[config.mk]
export PLATFORM = sky130hd
export DESIGN_NAME = fifo_rate_ctrl
export DESIGN_NICKNAME = d
export VERILOG_FILES = /design/src/rtl/fifo_ctrl_pkg.sv /design/src/rtl/ring_ptr.sv /design/src/rtl/fifo_rate_ctrl.sv
export SDC_FILE = /design/constraint.sdc
export NUM_CORES = 1
export LEC_CHECK = 0
export BUFFER_PORTS_ARGS = -buffer_cell sky130_fd_sc_hd__buf_2
export CAP_MARGIN = 10
export CORE_UTILIZATION = 45
export DETAILED_ROUTE_END_ITERATION = 12
export MAX_ROUTING_LAYER = met4
export PLACE_DENSITY = 0.75
export SYNTH_ARGS = -nofsm -noshare
export SYNTH_HDL_FRONTEND = slang
export SYNTH_SLANG_ARGS = --single-unit
[constraint.sdc]
create_clock -name Clk -period 5.14 [get_ports Clk]
set_input_delay 1.285 -clock Clk [delete_from_list [all_inputs] [get_ports Clk]]
set_output_delay 1.285 -clock Clk [all_outputs]
set_load 0.01 [all_outputs]
[src/rtl/fifo_ctrl_pkg.sv]
// Shared types and defaults for the circular sample-buffer pointer/flow controller.
package fifo_ctrl_pkg;

  typedef enum logic [1:0] {
    IDLE   = 2'd0,
    PRIME  = 2'd1,
    STREAM = 2'd2
  } state_e;

  localparam int unsigned DEF_AW        = 9;
  localparam int unsigned DEF_WSTEP_W   = 8;
  localparam int unsigned DEF_WSTEP_N   = 4;
  localparam int unsigned DEF_RSTEP     = 3;
  localparam int unsigned DEF_START_LVL = 128;
  localparam int unsigned DEF_HEADROOM  = 96;

  function automatic int unsigned step_sel(input logic narrow,
                                           input int unsigned wide_step   = DEF_WSTEP_W,
                                           input int unsigned narrow_step = DEF_WSTEP_N);
    return narrow ? narrow_step : wide_step;
  endfunction

endpackage

[src/rtl/ring_ptr.sv]
// Registered ring pointer; advances by step when en, wrapping modulo 2**AW.
module ring_ptr #(
  parameter int unsigned AW = 9
) (
  input  logic          Clk,
  input  logic          Rst,
  input  logic          en,
  input  logic [AW-1:0] step,
  output logic [AW-1:0] ptr
);

  logic [AW-1:0] ptr_q, ptr_d;

  // AW-bit add drops the carry, which is exactly the modulo-DEPTH wrap
  always_comb begin
    ptr_d = ptr_q;
    if (en) ptr_d = ptr_q + step;
  end

  always_ff @(posedge Clk or negedge Rst) begin
    if (!Rst) ptr_q <= '0;
    else      ptr_q <= ptr_d;
  end

  assign ptr = ptr_q;

endmodule

[src/rtl/fifo_rate_ctrl.sv]
// Pointer/flow controller: burst writes, fixed-stride reads, priming, occupancy and error flags.
module fifo_rate_ctrl
  import fifo_ctrl_pkg::*;
#(
  parameter int unsigned AW        = DEF_AW,
  parameter int unsigned WSTEP_W   = DEF_WSTEP_W,
  parameter int unsigned WSTEP_N   = DEF_WSTEP_N,
  parameter int unsigned RSTEP     = DEF_RSTEP,
  parameter int unsigned START_LVL = DEF_START_LVL,
  parameter int unsigned HEADROOM  = DEF_HEADROOM
) (
  input  logic          Clk,
  input  logic          Rst,
  input  logic          wr,
  input  logic          narrow,
  input  logic          rd_stall,
  input  logic          clr_err,
  output logic [AW-1:0] in_adr,
  output logic [AW-1:0] out_adr,
  output logic [AW:0]   fill,
  output logic          out_en,
  output logic          overflow,
  output logic          drop_err,
  output logic          underflow,
  output logic [1:0]    state
);

  localparam int unsigned DEPTH = 1 << AW;
  localparam logic [AW:0]   DEPTH_V = (AW+1)'(DEPTH);
  localparam logic [AW:0]   RSTEP_V = (AW+1)'(RSTEP);
  localparam logic [AW-1:0] RSTEP_P = AW'(RSTEP);
  localparam logic [AW:0]   START_V = (AW+1)'(START_LVL);
  localparam logic [AW:0]   OVF_LIM = (AW+1)'(DEPTH - HEADROOM);

  if (WSTEP_W < 1 || WSTEP_W > DEPTH - 1) begin : g_bad_wstep_w
    $error("WSTEP_W out of range 1..DEPTH-1");
  end
  if (WSTEP_N < 1 || WSTEP_N > DEPTH - 1) begin : g_bad_wstep_n
    $error("WSTEP_N out of range 1..DEPTH-1");
  end
  if (RSTEP < 1 || RSTEP > DEPTH - 1) begin : g_bad_rstep
    $error("RSTEP out of range 1..DEPTH-1");
  end
  if (START_LVL < RSTEP || START_LVL > DEPTH) begin : g_bad_start
    $error("START_LVL out of range RSTEP..DEPTH");
  end
  if (HEADROOM >= DEPTH) begin : g_bad_headroom
    $error("HEADROOM must be below DEPTH");
  end

  state_e      state_q, state_d;
  logic [AW:0] fill_q, fill_d;
  logic        ovf_q, ovf_d;
  logic        drop_q, drop_d;
  logic        und_q, und_d;
  logic        out_en_q, out_en_d;

  logic [AW:0] wstep;
  logic [AW:0] fill_w;
  logic        wa, ra;

  assign wstep  = (AW+1)'(step_sel(narrow, WSTEP_W, WSTEP_N));
  assign fill_w = fill_q + wstep;
  // space check sees only the registered fill; a same-cycle read frees nothing
  assign wa     = !wr && (fill_w <= DEPTH_V);
  assign ra     = (state_q == STREAM) && !rd_stall && (fill_q >= RSTEP_V);

  always_comb begin
    fill_d = fill_q;
    if (wa) fill_d = fill_d + wstep;
    if (ra) fill_d = fill_d - RSTEP_V;
  end

  always_comb begin
    drop_d = drop_q;
    if (clr_err)   drop_d = 1'b0;
    if (!wr && !wa) drop_d = 1'b1;
  end

  assign ovf_d = (fill_d > OVF_LIM);

  always_comb begin
    state_d = state_q;
    und_d   = 1'b0;
    unique case (state_q)
      IDLE:   if (wa) state_d = PRIME;
      PRIME:  if (fill_d >= START_V) state_d = STREAM;
      STREAM: begin
        if (fill_q < RSTEP_V && !rd_stall) begin
          if (fill_q == '0 && !wa) begin
            state_d = IDLE;
          end else begin
            state_d = PRIME;
            und_d   = 1'b1;
          end
        end
      end
      default: state_d = IDLE;
    endcase
    out_en_d = (state_d == STREAM);
  end

  always_ff @(posedge Clk or negedge Rst) begin
    if (!Rst) begin
      state_q  <= IDLE;
      fill_q   <= '0;
      ovf_q    <= 1'b0;
      drop_q   <= 1'b0;
      und_q    <= 1'b0;
      out_en_q <= 1'b0;
    end else begin
      state_q  <= state_d;
      fill_q   <= fill_d;
      ovf_q    <= ovf_d;
      drop_q   <= drop_d;
      und_q    <= und_d;
      out_en_q <= out_en_d;
    end
  end

  ring_ptr #(.AW(AW)) u_wr_ptr (
    .Clk  (Clk),
    .Rst  (Rst),
    .en   (wa),
    .step (wstep[AW-1:0]),
    .ptr  (in_adr)
  );

  ring_ptr #(.AW(AW)) u_rd_ptr (
    .Clk  (Clk),
    .Rst  (Rst),
    .en   (ra),
    .step (RSTEP_P),
    .ptr  (out_adr)
  );

  assign fill      = fill_q;
  assign out_en    = out_en_q;
  assign overflow  = ovf_q;
  assign drop_err  = drop_q;
  assign underflow = und_q;
  assign state     = state_q;

endmodule

==> impl_metrics.py <==
metrics = {
    "run_status": {
        "status": "completed",
    },
    "logic_synthesis": {
        "synth-edff-count": 0,
        "yosysWarnings": 0,
        "syn_area_mm2": 0.001991,
        "yosysSeqAreaShare": 0.4023,
        "yosysUniqueCellTypes": 54,
        "synth_top_area_share": 0.4023,
        "syn_area_per_cell_um2": 10.26,
        "synth_top_cell_by_area": "dfrtp_1",
        "postSynth.asyncResetShare": 1.000,
        "synth_cells": 194,
        "yosys-top-cells-area": "dfrtp_1, xnor2_1, xor2_1",
        "synthFlopType": "dfrtp_1",
        "synth-seq-cells": 32,
    },
    "floorplan": {
        "die_h_um": 68.51,
        "core_mm2": 0.004115,
        "die_w_um": 68.51,
        "start_util": 0.4837,
        "die-area_mm2": 0.004694,
        "rows": 23,
        "num_io_pins": 40,
    },
    "sta": {
        "hold_viol_final": 0,
        "fin_crit_sh": 0.8639,
        "slew_violations": 0,
        "setup_violations": 0,
        "slew_headroom": 0.5329,
        "skew_ns": 0.007425,
        "fin_hold_ws_ns": 0.4701,
        "totalNegativeSetupSlack_ns": 0,
        "rsz0062_at_grt": "no",
        "min_period_ns": 4.440,
        "tightestPinTransition_ns": 0.7006,
        "fmax_mhz": 225.2,
    },
    "setup_path": {
        "path_cells": "buf_2 > ha_1 > inv_1 > fa_1 > nand3b_4 > o21a_1 > or2_2 > o41ai_4 > mux2i_1 > xnor2_1 > or4b_1 > a21o_1 > a31o_1",
        "slowest_stage": "or4b_1",
        "crit_arrival_ns": 4.62,
        "cp_slowest_stage_delay_ns": 0.52,
        "endpoint_kind": "flip-flop",
        "rr_startpoint": "fill[2]",
        "critical_path_class": "in -> reg",
        "crit_path_start": "narrow",
        "cp_max_fo": 5,
        "cp.required_ns": 5.31,
        "cp-start-kind": "input port",
    },
    "detailed_routing": {
        "drt_iter0_drc": 103,
        "first_pass_iters": 5,
        "wl_per_cell_um": 13.80,
        "via_per_inst": 5.242,
        "drc": 0,
        "drt-total-wl_um": 3933,
        "vias": 1494,
        "antenna_left": 0,
    },
    "clock_tree": {
        "cts_tree": "done",
        "cts_buffers": 5,
        "clockBufferDepth": 2,
        "htreeDepth": 2,
        "cts.sinks": 32,
        "insertion_delay_ns": 0.29,
        "hold_buffers": 0,
        "root_buffer": "clkbuf_8",
        "cts.clk_slew.worst_paths_ns": 0.07,
        "cts_resized": 0,
        "post_cts_buffers": 0,
    },
    "layout": {
        "final_area_mm2": 0.002291,
        "utilization": 0.5567,
        "final_cell_mix": "buf_2, dfrtp_1, nand2_1, xnor2_1, nor2_1",
        "antenna_cells": 0,
        "final_common_cell": "buf_2",
        "final_nets": 249,
        "areaGrowthSynthToFinish_pct": 15.09,
        "drive_gt1_frac": 0.2511,
    },
    "grt": {
        "grt_usage": 0.1972,
        "grt_pass1_vias": 1390,
        "grt_max_degree": 33,
        "antenna_found_initial": 0,
        "grt_pass1_wl_um": 6479,
        "overflow": 0,
    },
    "min_path": {
        "hp-start": "u_rd_ptr.ptr[8]",
        "hold_class": "reg -> reg",
    },
    "placed_design": {
        "port_buffers": 37,
        "place_congestion": 0.8487,
        "dp_hpwl_um": 2938,
        "placed_area_mm2": 0.002203,
    },
    "flow_run": {
        "maxCapViolations": 0,
    },
    "pwr": {
        "peakVddDrop_mv": 0.2379,
        "power_leakage_nw": 1.085,
        "powerDensity_mw_per_mm2": 604.6,
    },
}
-- stage by stage --
step | setup WS (ns) | power, mW | cells
after floorplan | 0.7296 | 0.9863 | 195
after global placement | 0.4548 | 1.187 | 277
after detailed placement | 0.4037 | 1.196 | 277
after CTS | 0.7015 | 1.394 | 285
after global routing | 0.5072 | 1.511 | 285
final | 0.6996 | 1.385 | 285
-- final timing paths --
kind,to,slack [ns],cells past startpoint
max reg2reg,overflow,1.34,12
max in group asynchronous,u_rd_ptr.ptr[0],3.65,1
min,u_rd_ptr.ptr[8],0.47,1
min in group asynchronous,drop_err,1.04,1
max,overflow,0.70,13
min reg2reg,u_rd_ptr.ptr[8],0.47,1
-- sequential cells by signal, indices dropped and copies added (netlist names) --
| name | flops |
|---|---|
| fill | 10 |
| drop_err | 1 |
| out_en | 1 |
| u_rd_ptr.ptr | 9 |
| overflow | 1 |
| u_wr_ptr.ptr | 7 |
| state | 2 |
| underflow | 1 |
-- per-layer routing --
layer,vias up,global-route usage,wire length (um)
li1,747,-,-
met1,709,0.2646,1934
met2,32,0.2892,1788
met3,6,0.03947,140
met4,0,0.08333,70
met5,-,-,0
-- area by class of cell --
class,instances,area [um2]
fillers,381,1824
multi-input cells,145,1099
flip-flops and latches,32,800.8
repair buffers,39,200.2
clock buffers,5,68.82
well taps,50,62.56
inverters,11,41.29
clock inverters,3,18.77
-- synthesized netlist by cell type, drive strengths merged, types with 3 or more instances --
library cell	instances
xor2	12
nand2	16
xnor2	17
nor2	14
nand4	3
ha	7
nor3	5
mux2	3
a21oi	7
mux2i	3
nor2b	4
nand3	4
and3	3
nand2b	3
a311oi	3
buf	6
dfrtp	32
o31a	3
inv	11
-- power breakdown --
part | switching, mW | total [mW] | internal (mW)
registers | 0.147 | 0.505 | 0.358
clock network | 0.0984 | 0.193 | 0.0942
logic | 0.373 | 0.687 | 0.314
-- worst max-delay path, delay by kind of cell --
family / cells / cell delay, ns
simple gates: 3 / 1.06
compound gates: 4 / 1.00
fa+ha+maj: 2 / 0.65
mux: 1 / 0.31
buf+inv: 2 / 0.20
xor+xnor: 1 / 0.11
-- cells by family after synthesis --
family,after synthesis,synth area share
mux,6,0.03205
flops,32,0.4023
xor+xnor,29,0.1314
compound gates,31,0.1295
buf+inv,18,0.04776
fa+ha+maj,9,0.06411
simple gates,68,0.1911
other cells,1,0.001884
No activity file was read; power rests on OpenSTA's default activity.
